### src/rtl/rf_write_scheduler.sv
// Arbitrates E/W/M producers onto register-file write ports 3 and 4, tracks in-flight M
// destinations for Decode hazard stalls, and forces M through when starved. Optional perf counters: RF_SCHED_PERF_EN.
module rf_write_scheduler #(
    parameter int STARVE_LIMIT   = 8,
    parameter int MAX_M_INFLIGHT = 4
) (
    input  logic        clk,
    input  logic        reset,
    input  logic        e_we,
    input  logic [4:0]  e_rd,
    input  logic [31:0] e_wd,
    input  logic        w_we,
    input  logic [4:0]  w_rd,
    input  logic [31:0] w_wd,
    input  logic        m_valid,
    input  logic [4:0]  m_rd,
    input  logic [31:0] m_wd,
    output logic        m_ready,
    input  logic        d_issue_m,
    input  logic [4:0]  d_rd,
    input  logic [4:0]  d_rs1,
    input  logic [4:0]  d_rs2,
    output logic        d_stall,
    output logic        pipe_hold,
    output logic        RegWE_E,
    output logic [4:0]  A3,
    output logic [31:0] WD3,
    output logic        RegWE_W,
    output logic [4:0]  A4,
    output logic [31:0] WD4
`ifdef RF_SCHED_PERF_EN
    ,
    output logic [31:0] perf_m_wait,
    output logic [31:0] perf_m_drop,
    output logic [31:0] perf_hold
`endif
);

    localparam int IW = $clog2(MAX_M_INFLIGHT + 1);

    logic [31:0]   busy;
    logic [31:0]   busy_nxt;
    logic [IW-1:0] inflight;
    logic [7:0]    starve_cnt;
    logic          hold_q;

    logic e_v, w_req, w_v;
    logic m_drop, m_p3, m_p4, m_acc;
    logic stall, sb_set, sb_dec;

    // NOTE: every variable gets a value before any condition, so no latch is inferred.
    always_comb begin
        e_v    = e_we & (e_rd != 5'd0);
        w_req  = w_we & (w_rd != 5'd0);
        w_v    = w_req & ~(e_v & (w_rd == e_rd));
        // A result whose destination is being written by a newer producer is obsolete.
        m_drop = m_valid & ((m_rd == 5'd0) | (e_v & (m_rd == e_rd)) | (w_req & (m_rd == w_rd)));
        m_p3   = m_valid & ~m_drop & ~e_v;
        m_p4   = m_valid & ~m_drop & e_v & ~w_v;
        m_acc  = m_drop | m_p3 | m_p4;
        stall  = busy[d_rs1] | busy[d_rs2] | busy[d_rd]
               | (d_issue_m & (inflight == IW'(MAX_M_INFLIGHT)));
        sb_set = d_issue_m & ~stall & (d_rd != 5'd0);
        sb_dec = m_valid & m_acc & (inflight != '0);
    end

    always_comb begin
        busy_nxt = busy;
        if (m_valid & m_acc) busy_nxt[m_rd] = 1'b0;
        if (sb_set)          busy_nxt[d_rd] = 1'b1;
        busy_nxt[0] = 1'b0;
    end

    assign RegWE_E   = reset & (e_v | m_p3);
    assign A3        = !reset ? 5'd0  : e_v ? e_rd : m_p3 ? m_rd : 5'd0;
    assign WD3       = !reset ? 32'd0 : e_v ? e_wd : m_p3 ? m_wd : 32'd0;
    assign RegWE_W   = reset & (w_v | m_p4);
    assign A4        = !reset ? 5'd0  : w_v ? w_rd : m_p4 ? m_rd : 5'd0;
    assign WD4       = !reset ? 32'd0 : w_v ? w_wd : m_p4 ? m_wd : 32'd0;
    assign m_ready   = reset & m_acc;
    assign d_stall   = reset & stall;
    assign pipe_hold = hold_q;

    // NOTE: busy is a flop vector, not a RAM, so it is cleared by reset like any other state.
    always_ff @(posedge clk or negedge reset) begin
        if (!reset) begin
            busy       <= '0;
            inflight   <= '0;
            starve_cnt <= '0;
            hold_q     <= 1'b0;
        end else begin
            // NOTE: sequential state uses <= so every flop samples pre-edge values.
            busy <= busy_nxt;
            if (sb_set & ~sb_dec)
                inflight <= inflight + IW'(1);
            else if (sb_dec & ~sb_set)
                inflight <= inflight - IW'(1);
            hold_q <= (starve_cnt == 8'(STARVE_LIMIT));
            if (m_valid & ~m_acc) begin
                if (starve_cnt != 8'hFF) starve_cnt <= starve_cnt + 8'd1;
            end else begin
                starve_cnt <= '0;
            end
        end
    end

`ifdef RF_SCHED_PERF_EN
    always_ff @(posedge clk or negedge reset) begin
        if (!reset) begin
            perf_m_wait <= '0;
            perf_m_drop <= '0;
            perf_hold   <= '0;
        end else begin
            if (m_valid & ~m_acc & (perf_m_wait != 32'hFFFF_FFFF)) perf_m_wait <= perf_m_wait + 32'd1;
            if (m_drop & (perf_m_drop != 32'hFFFF_FFFF))          perf_m_drop <= perf_m_drop + 32'd1;
            if (hold_q & (perf_hold != 32'hFFFF_FFFF))            perf_hold   <= perf_hold + 32'd1;
        end
    end
`endif

endmodule
### config.mk
export PLATFORM = sky130hd
export DESIGN_NAME = rf_write_scheduler
export DESIGN_NICKNAME = d
export VERILOG_FILES = /design/src/rtl/rf_write_scheduler.sv
export SDC_FILE = /design/constraint.sdc
export NUM_CORES = 1
export LEC_CHECK = 0
export BUFFER_PORTS_ARGS = -buffer_cell sky130_fd_sc_hd__buf_2
export CORE_MARGIN = 1.5
export CORE_UTILIZATION = 30
export CTS_BUF_LIST = sky130_fd_sc_hd__clkbuf_2 sky130_fd_sc_hd__clkbuf_4 sky130_fd_sc_hd__clkbuf_8
export DETAILED_ROUTE_END_ITERATION = 10
export SYNTH_ARGS = -nofsm -noshare
export SYNTH_HDL_FRONTEND = slang
export SYNTH_SLANG_ARGS = --single-unit
### constraint.sdc
create_clock -name clk -period 3.4 [get_ports clk]
set_input_delay 0.68 -clock clk [delete_from_list [all_inputs] [get_ports clk]]
set_output_delay 0.68 -clock clk [all_outputs]
set_load 0.03 [all_outputs]
Word level (Yosys, flattened, before mapping)
Cells that the tools add are included.
{"block": "classes", "n_mux": 28, "bitwise_logic": 43, "n_eq_ne": 7, "addsub": 3, "order_cmp": 6, "reduce_logical": 8}
{"op": "32-bit two-way mux", "n": 8}
{"op": "32-bit AND", "n": 1}
{"op": "32-bit inverter", "n": 1}
{"op": "32-bit bitwise OR", "n": 1}
{"op": "5-bit two-way mux", "n": 6}
{"op": "5-bit by 6-bit < comparator with 1-bit output (second input constant)", "n": 4}
{"op": "1-bit AND", "n": 23}
{"op": "8-bit two-way mux", "n": 2}
{"op": "1-bit binary-select mux with 5-bit select", "n": 3}
{"op": "5-bit equality test", "n": 3}
{"op": "5-bit nonzero test", "n": 3}
{"op": "1-bit demux with 5-bit select", "n": 2}
{"op": "5-bit by 1-bit >= comparator with 1-bit output (second input constant)", "n": 2}
{"op": "1-bit bitwise OR", "n": 9}
{"op": "8-bit by 1-bit adder with 8-bit output (second input constant)", "n": 1}
{"op": "8-bit by 4-bit equality test with 1-bit output (second input constant)", "n": 1}
{"op": "8-bit inequality test (second input constant)", "n": 1}
{"op": "1-bit inverter", "n": 8}
{"op": "3-bit two-way mux", "n": 2}
{"op": "5-bit zero test", "n": 1}
{"op": "1-bit two-way mux", "n": 5}
{"op": "3-bit by 1-bit adder with 3-bit output (second input constant)", "n": 1}
{"op": "3-bit equality test (second input constant)", "n": 1}
{"op": "3-bit nonzero test", "n": 1}
{"op": "other kinds (4)", "n": 5}
{"block": "totals", "elab_cells": 99, "inputBits": 132, "register_bits": 43, "output_inout_bits": 79}

Longest topological paths before layout
Gate-level depths: netlist of run 1.
{"block": "logic_depth", "ltp_word": 16, "mapped_depth": 15}

Worst setup path before layout of run 1
Ideal clock, no wire load.
{"block": "synth_timing", "path_type": "input to output", "from": "input port w_rd[1]", "to": "output port WD3[12]", "n_path_buf": 2, "path_slack_ns": -0.135, "stages": 8, "arrival_time_ns": 2.855, "required_ns": 2.720, "cell_sequence": "or4_1 > o21ai_2 > o31ai_1 > nor2_1 > buf_2 > buf_2 > nand3_1 > a21boi_0"}
{"block": "synth_via", "elab_chain_cells": 11, "word_cells_on_any_way": 12, "classes_between": "eq/ne: 1; mux: 3; bitwise: 7; reduce/logical: 1"}
{"element": "start: declaration", "line": "13", "text": "input logic [4:0] w_rd,"}
{"element": "5-bit nonzero test", "line": "54", "text": "w_req = w_we & (w_rd != 5'd0);"}
{"element": "1-bit AND", "line": "54"}
{"element": "1-bit AND *", "line": "57", "text": "m_drop = m_valid & ((m_rd == 5'd0) | (e_v & (m_rd == e_rd)) | (w_req & (m_rd == w_rd)));"}
{"element": "1-bit bitwise OR *", "line": "57"}
{"element": "1-bit AND *", "line": "57"}
{"element": "1-bit inverter *", "line": "58", "text": "m_p3 = m_valid & ~m_drop & ~e_v;"}
{"element": "1-bit AND * (2 in series)", "line": "58"}
{"element": "32-bit two-way mux * (3 in series)", "line": "76", "text": "assign WD3 = !reset ? 32'd0 : e_v ? e_wd : m_p3 ? m_wd : 32'd0;"}
{"element": "end: declaration", "line": "27", "text": "output logic [31:0] WD3,"}
Every way passes the cells marked *; elsewhere a longest branch is shown, timed or not.

Worst setup path after layout of run 1
{"block": "layout_timing", "from": "input port w_rd[3]", "to": "output port WD4[24]"}
{"block": "layout_via", "elab_chain_cells": 12, "word_cells_on_any_way": 18, "classes_between": "eq/ne: 2; mux: 3; bitwise: 12; reduce/logical: 1"}
{"element": "5-bit nonzero test", "line": "54"}
{"element": "1-bit AND", "line": "54"}
{"element": "1-bit AND", "line": "57"}
{"element": "1-bit bitwise OR", "line": "57"}
{"element": "1-bit AND", "line": "57"}
{"element": "1-bit inverter", "line": "59", "text": "m_p4 = m_valid & ~m_drop & e_v & ~w_v;"}
{"element": "1-bit AND (3 in series)", "line": "59"}
{"element": "32-bit two-way mux", "line": "79", "text": "assign WD4 = !reset ? 32'd0 : w_v ? w_wd : m_p4 ? m_wd : 32'd0;"}
{"element": "32-bit two-way mux * (2 in series)", "line": "79"}
{"element": "end: declaration", "line": "30", "text": "output logic [31:0] WD4"}
Marked as above.

==> results of run 1 <==
power groups by stage:
stage / Sequential [W] / Clock (W) / Combinational, W
3_3_place_gp: 0.000812 / 0 / 0.00103
5_1_grt: 0.000819 / 0.000344 / 0.00115
3_5_place_dp: 0.000805 / 0 / 0.00104
6_report: 0.000802 / 0.000325 / 0.00106
4_1_cts: 0.000794 / 0.000328 / 0.00104
2_1_floorplan: 0.000725 / 0 / 0.000703
area by class of cell:
cell class              count  area, µm²
clock inverters             2       13.8
inverters                  10       37.5
repair buffers            272       1620
fillers                  1498       8430
flip-flops and latches     43       1080
clock buffers               5       68.8
multi-input cells         430       3220
well taps                 184        230
worst max path at each step:
stage | startpoint | endpoint | slack (ns) | cells past startpoint
finish | w_rd[3] | WD4[24] | 0.09 | 9
global route | w_rd[3] | WD4[4] | -0.01 | 9
CTS | w_rd[3] | A3[2] | 0.01 | 10
detailed placement | d_rs2[1] | inflight[2] | -0.09 | 13
global placement | d_rs1[0] | inflight[2] | -0.08 | 14
floorplan | d_rd[1] | inflight[2] | 0.01 | 15
sequential cells by signal, indices dropped and copies added, names as in the netlist:
signal / cells
busy: 31
inflight: 3
pipe_hold: 1
starve_cnt: 8
per-layer routing:
layer,vias up,track usage [%]
met4,0,6.49
met1,2642,28.3
met5,-,0
li1,2502,-
met2,254,39.3
met3,28,3.42
cell families after synthesis:
family,Yosys count
compound gates,171
xor+xnor,22
fa+ha+maj,4
buf+inv,61
flops,43
mux,37
simple gates,196
stage by stage:
step / setup WS, ns / cells / setup TNS [ns] / hold slack, ns / instance area (µm²)
global route: -0.0149 / 946 / -0.0243 / 0.449 / 6270
global placement: -0.0765 / 938 / -0.0940 / 0.492 / 6120
detailed placement: -0.0900 / 938 / -0.133 / 0.490 / 6120
CTS: 0.0102 / 945 / 0 / 0.439 / 6200
finish: 0.0862 / 946 / 0 / 0.430 / 6270
floorplan: 0.0107 / 534 / 0 / 0.384 / 4570
synth_stat cells, drive strengths merged, types with 4 or more instances:
library cell   n
dfrtp         43
nor3           7
o21a           4
mux2          11
nand3         59
or3b           5
inv           10
nand2         45
a21boi        33
o21ai         12
xor2           9
nor2          25
nor2b         10
mux2i         16
or3            4
xnor2         13
nor4           4
mux4          10
nand3b         9
nand4          6
nor3b          5
clkbuf        29
o31ai         58
a22o          37
and3           5
a32oi          5
buf           22
cell usage in the layout, fill, tap and decap left out, types with 10 or more instances in the layout:
cell and count:
buf_2 196, o31ai_1 58, mux2_2 10, buf_4 63
mux2i_1 16, o21ai_0 10, nor2b_1 10, a22o_1 37
dfrtp_1 43, xnor2_1 13, nor2_1 23, a21boi_1 29
inv_1 10, mux4_2 10, nand3_1 58, nand2_1 44
what timing repair did:
item | 4_1_cts | 5_1_grt
setup endpoints to repair | 1 | 38
buffers inserted | 0 | 1
pin swaps | 0 | 1
endpoints found under the hold margin | 0 | 0
resized for setup | 1 | 27
==> summary.txt, run 1 <==
Outcome
  • Status: complete, no violations

Clock network
  • Clk buf depth: 2
  • H-tree lvl count: 2
  • Clock latency on the worst-skew pair: 0.30 ns
  • TritonCTS clock tree: done
  • CTS sink cnt: 43
  • Post-CTS Hold Fix Bufs: 0
  • Cts bufs inserted: 5
  • Clock Pin Slew Worst Setup and Hold Paths: 0.09 ns
  • Root Buffer: clkbuf_8

Floorplan
  • Die width: 126 µm
  • Die Area: 0.0160 mm²
  • Initial core utilization: a little under a third
  • Core Box Area: 0.0147 mm²
  • Chip Height: 126 µm
  • Boundary Pins: between 200 and 250
  • Row count: 44

Layout
  • Final Core Density: 42.6%
  • Nets@finish: roughly 900
  • Layout cell share with drive strength beyond 1: 42.5%
  • Antenna Cells: 0
  • P&R area growth vs syn: 37.1%

Synth
  • Synthesized area per cell: roughly 8.6 µm²
  • Combinational family with the most area after synthesis: compound AO/OA/AOI/OAI gates
  • Mapped Area: ~0.0046 mm²
  • Post-Syn Instances: around 530
  • Count of cell types in the netlist: 66
  • Compound-Gate Fraction of Synth Area: about 30%
  • Most used flip-flop cell after synthesis: dfrtp_1
  • Area leader, netlist: dfrtp_1
  • Top cells by area, synth: dfrtp_1, o31ai_1, a22o_1
  • Post-synth top area share: 23.5%
  • Synthesis-stage register bit count: 43
  • Mux cell area share after synthesis: 11.2%
  • Syn Nets: 670
  • Xor/xnor cell area share of the yosys netlist: ~4.2%
  • Post-synth EDFFs: 0
  • YS warnings: 0
  • Post-synth ARST share: between 90% and 100%
  • Post-Synth Adder-Cell Area: 1.26%
  • Simple-gate share of the synthesized area: 23.4%
  • Register area share after synthesis: 23.5%

Power
  • Maximum vdd drop: 0.183 mV
  • Net switching power of the design: 0.000927 W
  • Clock power frac: 14.8%
  • Switching Share: approximately 42%
  • Internal power: 0.00126 W
  • Logic pwr share: roughly half
  • Flop pwr share: 36.7%
  • Final Total Pwr: 0.00219 W
  • Leakage: a little under 3 nW
  • Pwr dens: between 300 and 400 mW/mm²

Critical path
  • Reg2reg setup slack: roughly 0.30 ns
  • Critical path cell sequence: buf_2, or4_1, o21ai_2, o31ai_1, nor3_2, and3b_2, buf_12, a22o_1, clkbuf_4
  • Worst Setup End Kind: output port
  • Crit path kind: in2out
  • Largest stage delay, worst path: 0.49 ns
  • Crit-path leading delay family: simple AND/OR/NAND/NOR gates
  • Worst Path Required: 2.72 ns
  • Reg2reg end: inflight[2]
  • R2R cell count: 12
  • Worst path arrival time: 2.63 ns
  • Critical path's slowest cell: or4_1
  • WP buf/inv: 3
  • Top fanout value on the critical path: 26
  • Worst setup SP type: input pin
  • RR Startpoint: busy[24]

Detailed routing
  • 1st-pass router iterations: 5
  • Met1 Routed Length: 7.72 mm
  • Post-route ant nets: 0
  • Drt via density: 5.74
  • Routed wire length: 18.7 mm
  • WL met3: 1.35 mm
  • Routed vias: 5426
  • Drt first-iter violations: 307
  • Average wire per standard cell: 19.7 µm
  • DRC: 0
  • Met2 Routed Length: between 9 and 10 mm
  • Top sig layer: met4

STA
  • Final Max Tran Viols: 0
  • Max frequency: 302 MHz
  • Worst-Margin Slew: roughly 0.63 ns
  • Rel. slew slack: roughly 58%
  • Final setup fails: 0
  • Min Tclk post-route: 3.31 ns
  • Final Hold Viols: 0
  • Clk_skew: ~0.014 ns
  • RSZ-0062 raised after global routing: true
  • Fin crit share: 97.5%

Placement
  • Post-DP HPWL: 14.9 mm
  • # port buffers: 210
  • GPL Wtd Cong: 0.904

Run
  • Max-cap violations: 0

Global routing
  • Initial antenna violation count: 0
  • Global route overflow: 0
  • Gr usage total: 22.3%
  • Vias in the first global route: 5168
  • First-pass GRT wire length: around 28 mm
  • Largest net degree at the start of global routing: 50

Worst hold path
  • Worst Hold Class: in2async
No activity file was read; power rests on OpenSTA's default activity.
==> inputs of run 2 (changes only) <==
- CTS_BUF_LIST: sky130_fd_sc_hd__clkbuf_2 sky130_fd_sc_hd__clkbuf_4 sky130_fd_sc_hd__clkbuf_8 -> sky130_fd_sc_hd__clkbuf_16
==> summary.txt, run 2 (same netlist as run 1, synthesis figures left out) <==
Layout
  • Multi-input logic area: 0.00322 mm² (unchanged)
  • Antenna Cells: 0 (unchanged)
  • Filler Cell Count: 1491 (-0.47%)
  • Number of flip-flops under the largest register name: 31 (unchanged)
  • Top Registers: busy (31), starve_cnt (8), inflight (3)
  • Nets@finish: 898 (unchanged)
  • Cell Count, Final, Fillers Out: 946 (unchanged)
  • Commonest non-fill, non-tap cells in the layout: buf_2, buf_4, nand3_1, o31ai_1, nand2_1
  • Layout cell share with drive strength beyond 1: 42.5% (unchanged)
  • Top reg by flops: busy
  • P&R area growth vs syn: 38.4%
  • Reg area: 0.00108 mm² (unchanged)
  • Commonest non-fill, non-tap cell in the layout: buf_2

Power
  • Final Total Pwr: 0.00234 W (+6.8%)
  • Leakage: 2.93 nW (+0.88%)
  • Pwr dens: 369 mW/mm² (+5.9%)
  • Maximum vdd drop: 0.186 mV (+1.7%)

Worst hold path
  • Worst Hold Class: in2async

STA
  • Final setup fails: 0 (unchanged)
  • Max frequency: 302 MHz (about the same)
  • Fin crit share: 97.6% (about the same)
  • Worst-Margin Slew: 0.630 ns (-0.00400 ns)
  • Final Hold Viols: 0 (unchanged)
  • Rel. slew slack: 58.0% (+0.27 points)
  • Final Max Tran Viols: 0 (unchanged)
  • RSZ-0062 raised after global routing: true
  • Min Tclk post-route: 3.32 ns (+0.00294 ns)
  • Clk_skew: 0.00918 ns (-0.00438 ns)

Critical path
  • RR Startpoint: busy[24]
  • Crit path kind: in2out
  • WP buf/inv: 3 (unchanged)
  • Worst Path Required: 2.72 ns (about the same)
  • Critical path cell sequence: buf_2, or4_1, o21ai_2, o31ai_1, nor3_2, and3b_2, buf_12, a22o_1, clkbuf_4
  • Worst Setup End Kind: output port
  • Critical path's slowest cell: or4_1
  • Top fanout value on the critical path: 26 (unchanged)
  • Crit-path leading delay family: simple AND/OR/NAND/NOR gates
  • Largest stage delay, worst path: 0.49 ns (about the same)
  • Worst setup SP type: input pin
  • Worst path arrival time: 2.64 ns (about the same)
  • Reg2reg setup slack: 0.27 ns (-0.03 ns)
  • Reg2reg end: inflight[2]
  • R2R cell count: 12 (unchanged)

Detailed routing
  • 1st-pass router iterations: 5 (unchanged)
  • Drt first-iter violations: 341 (+11%)
  • Routed wire length: 18.7 mm (+0.19%)
  • Post-route ant nets: 0 (unchanged)
  • Average wire per standard cell: 19.8 µm (+0.19%)
  • Drt via density: 5.71 (-0.39%)
  • DRC: 0 (unchanged)
  • Routed vias: 5405 (-0.39%)

Floorplan
  • Row count: 44 (unchanged)
  • Die width: 126 µm (unchanged)
  • Initial core utilization: 31.1% (unchanged)
  • Die Area: 0.0160 mm² (unchanged)
  • Boundary Pins: 211 (unchanged)
  • Core Box Area: 0.0147 mm² (unchanged)
  • Chip Height: 126 µm (unchanged)

Global routing
  • First-pass GRT wire length: 28.4 mm (+0.61%)
  • Initial antenna violation count: 0 (unchanged)
  • Gr usage total: 22.5% (+0.15 points)
  • Largest net degree at the start of global routing: 50 (unchanged)
  • Global route overflow: 0 (unchanged)
  • Vias in the first global route: 5188 (+0.39%)

Placement
  • GPL Wtd Cong: 0.904 (unchanged)
  • Post-DP HPWL: 14.9 mm (unchanged)
  • Placed insts: 938 (unchanged)
  • # port buffers: 210 (unchanged)

Clock network
  • Clock latency on the worst-skew pair: 0.29 ns (about the same)
  • Clock Pin Slew Worst Setup and Hold Paths: 0.07 ns (-0.02 ns)
  • Post-CTS Hold Fix Bufs: 0 (unchanged)
  • Cts bufs inserted: 5 (unchanged)
  • Root Buffer: clkbuf_16
  • Clk buf depth: 2 (unchanged)
  • H-tree lvl count: 2 (unchanged)
  • TritonCTS clock tree: done
  • CTS sink cnt: 43 (unchanged)

Run
  • Max-cap violations: 0 (unchanged)

Outcome
  • Status: complete, no violations
-- run 2: cell counts in the layout (fill, tap and decap cells not counted) --
No cell type changed its count.
-- run 2: where the power goes --
part	switching (W)	total, W	leakage, nW	internal [W]
Sequential	0.000172	0.000802	0.566	0.000631
Combinational	0.000569	0.00106	2.30	0.000489
Clock	0.000206	0.000475	0.0696	0.000268
-- run 2: area by class of cell --
cell class	instances	area share (%)
multi-input combinational	430	51.0
timing repair buffer	272	25.6
sequential	43	17.0
tap	184	3.64
clock buffer	5	1.98
inverter	10	0.594
clock inverter	2	0.218
-- run 2: stage by stage --
| stage | utilization, % | cell area, µm² | hold slack, ns | setup TNS [ns] | setup WS (ns) |
|---|---|---|---|---|---|
| 2_1_floorplan | - | 4570 | 0.384 | 0 | 0.0107 |
| 3_3_place_gp | 41.6 | 6120 | 0.492 | -0.0940 | -0.0765 |
| 3_5_place_dp | 41.6 | 6120 | 0.490 | -0.133 | -0.0900 |
| 4_1_cts | 42.6 | 6260 | 0.459 | 0 | 0.0100 |
| 5_1_grt | 43.0 | 6320 | 0.470 | -0.0247 | -0.0149 |
| 6_report | 43.0 | 6320 | 0.467 | 0 | 0.0833 |
-- run 2: how the worst max path moves through the flow --
stage	startpoint	to	slack, ns	cells after the start
after floorplan	d_rd[1]	inflight[2]	0.01	15
after detailed placement	d_rs2[1]	inflight[2]	-0.09	13
after global placement	d_rs1[0]	inflight[2]	-0.08	14
final	w_rd[3]	WD4[28]	0.08	9
after CTS	w_rd[3]	A3[2]	0.01	10
after global routing	w_rd[3]	WD4[4]	-0.01	9
-- run 2: metal layers --
layer  vias to the layer above  wire, µm  GRT usage (%)
li1                       2501         -              -
met5                         -         0              0
met2                       254      9260           39.9
met4                         0       454           6.36
met3                        28      1370           3.71
met1                      2622      7610           28.2
-- run 2: timing repair --
| item | 4_1_cts | 5_1_grt |
|---|---|---|
| setup endpoints to repair | 1 | 38 |
| pin swaps | 0 | 1 |
| gates resized for setup | 1 | 27 |
| setup buffers | 0 | 1 |
==> inputs of run 3 (changes only) <==
- CORE_MARGIN: 1.5 -> 1
- clock period: 3.4 -> 4.25 ns (I/O delays scaled with it)
==> summary.txt, run 3 (same netlist as run 1, synthesis figures left out) <==
Clock network
  • Root Buffer: clkbuf_16
  • TritonCTS clock tree: done
  • H-tree lvl count: 2 (unchanged)
  • Post-CTS Hold Fix Bufs: 0 (unchanged)
  • Post-CTS setup buffer count: 0 (unchanged)
  • Clock Pin Slew Worst Setup and Hold Paths: 0.06 ns (about the same)
  • Clock latency on the worst-skew pair: 0.29 ns (about the same)
  • CTS sink cnt: 43 (unchanged)
  • Post-CTS resize count: 0 (-1)
  • Cts bufs inserted: 5 (unchanged)
  • Clk buf depth: 2 (unchanged)

Critical path
  • Crit path kind: in2out
  • R2R cell count: 11 (-1)
  • Worst Path Required: 3.40 ns (+0.68 ns)
  • CP Capture Point: WD4[30]
  • CP startpoint: w_rd[1]
  • Top fanout value on the critical path: 22 (-15%)
  • Worst Setup End Kind: output port
  • Worst setup SP type: input pin
  • Reg2reg setup slack: 1.03 ns (+0.76 ns)
  • Worst path arrival time: 3.01 ns (+0.37 ns)
  • Reg2reg end: inflight[2]
  • RR Startpoint: busy[19]

Floorplan
  • Boundary Pins: 211 (unchanged)
  • Die Area: 0.0157 mm² (-1.6%)
  • Core Box Area: 0.0147 mm² (unchanged)
  • Die width: 125 µm (-0.79%)
  • Chip Height: 125 µm (-0.79%)
  • Row count: 44 (unchanged)
  • Initial core utilization: 31.1% (unchanged)

STA
  • Clk_skew: 0.00821 ns (-0.000967 ns)
  • Hold Slack: 0.513 ns (+0.0457 ns)
  • Final WS setup: 0.388 ns (+0.305 ns)
  • Sum Neg Setup Slack: 0 ns (unchanged)
  • Final Hold Viols: 0 (unchanged)
  • Rel. slew slack: 52.2% (-5.8 points)
  • Final Max Tran Viols: 0 (unchanged)
  • Worst-Margin Slew: 0.711 ns (+0.0811 ns)
  • RSZ-0062 raised after global routing: false
  • Fin crit share: 90.9%
  • Max frequency: 259 MHz
  • Min Tclk post-route: 3.86 ns
  • Final setup fails: 0 (unchanged)

Layout
  • Commonest non-fill, non-tap cells in the layout: buf_2, nand3_1, o31ai_1
  • Number of flip-flops under the largest register name: 31 (unchanged)
  • Nets@finish: 857 (-4.6%)
  • P&R area growth vs syn: 29.5%
  • Commonest non-fill, non-tap cell in the layout: buf_2
  • Layout cell share with drive strength beyond 1: 38.9% (-3.6 points)
  • Top reg by flops: busy
  • Top Registers: busy (31), starve_cnt (8), inflight (3)

Power
  • Pwr dens: 305 mW/mm² (-17%)
  • Leakage: 2.70 nW (-8.0%)
  • Maximum vdd drop: 0.180 mV (-3.5%)

Outcome
  • Status: complete, but fails checks
  • Failing checks: design-rule violations

Worst hold path
  • Worst Hold Launch: inflight[2]
  • Worst Hold Class: reg2reg

Global routing
  • Vias in the first global route: 5170 (-0.35%)
  • Gr usage total: 23.1% (+0.62 points)
  • Global route overflow: 0 (unchanged)
  • Largest net degree at the start of global routing: 38 (-24%)
  • First-pass GRT wire length: 28.8 mm (+1.6%)
  • Initial antenna violation count: 3 (+3)

Detailed routing
  • Routed wire length: 18.4 mm (-1.4%)
  • Average wire per standard cell: 20.3 µm (+2.6%)
  • 1st-pass router iterations: 8 (+3)
  • Drt via density: 5.72 (about the same)
  • Post-route ant nets: 0 (unchanged)
  • DRC: 4 (+4)
  • Drt first-iter violations: 354 (+3.8%)
  • Routed vias: 5195 (-3.9%)

Placement
  • # port buffers: 210 (unchanged)
  • GPL Wtd Cong: 0.857 (-5.2%)
  • Place WS: 0.233 ns (+0.324 ns)
  • Post-DP HPWL: 14.5 mm (-2.4%)

Run
  • Max-cap violations: 0 (unchanged)
## run 3: cell count changes in the layout (fill, tap and decap cells not counted), sizes merged
cell / delta
buf: -35
clkbuf: -6
clkinv: -1
clkinvlp: +1
diode: +3
inv: +1
## run 3: report_power, final
group | switching [W] | internal [W] | total [W]
clock network | 0.000161 | 0.000215 | 0.000375
logic | 0.000446 | 0.000344 | 0.000790
registers | 0.000133 | 0.000505 | 0.000638
total | 0.000740 | 0.00106 | 0.00180
## run 3: layout make-up
| class | instances | area (µm²) |
|---|---|---|
| Clock inverter | 3 | 16.3 |
| Fill cell | 1546 | 8780 |
| Sequential cell | 43 | 1080 |
| Antenna cell | 3 | 7.51 |
| Multi-Input combinational cell | 430 | 3220 |
| Clock buffer | 5 | 125 |
| Inverter | 10 | 37.5 |
| Tap cell | 184 | 230 |
| Timing Repair Buffer | 231 | 1210 |
## run 3: worst min-delay path by stage
stage                  endpoint  slack, ns  cells after the start
global route        inflight[2]       0.54                      1
detailed placement  inflight[2]       0.51                      1
finish              inflight[2]       0.51                      1
CTS                 inflight[2]       0.52                      1
floorplan           inflight[2]       0.46                      1
global placement    inflight[2]       0.49                      1
## run 3: metal layers
metal / up-vias / GRT usage [%] / part of all wire [%]
met5: - / 0 / 0
met4: 0 / 7.25 / 1.4
met3: 19 / 4.66 / 7.7
met2: 248 / 38.2 / 49
met1: 2503 / 30.1 / 41
li1: 2425 / - / -
## run 3: stage by stage
stage	instance area, µm²	util [%]	cells	power [W]
2_1_floorplan	4570	-	534	0.00114
4_1_cts	5910	40.2	906	0.00180
6_report	5920	40.3	909	0.00180
3_5_place_dp	5770	39.2	898	0.00143
3_3_place_gp	5770	39.2	898	0.00142
5_1_grt	5920	40.3	909	0.00191
## run 3: worst max-delay path, stage by stage
cell	delay, ns
buf_2	0.13
or4_1	0.53
o21ai_2	0.15
o31ai_1	0.18
nor3_2	0.26
and3b_1	0.23
buf_4	0.28
a22o_1	0.19
buf_2	0.20
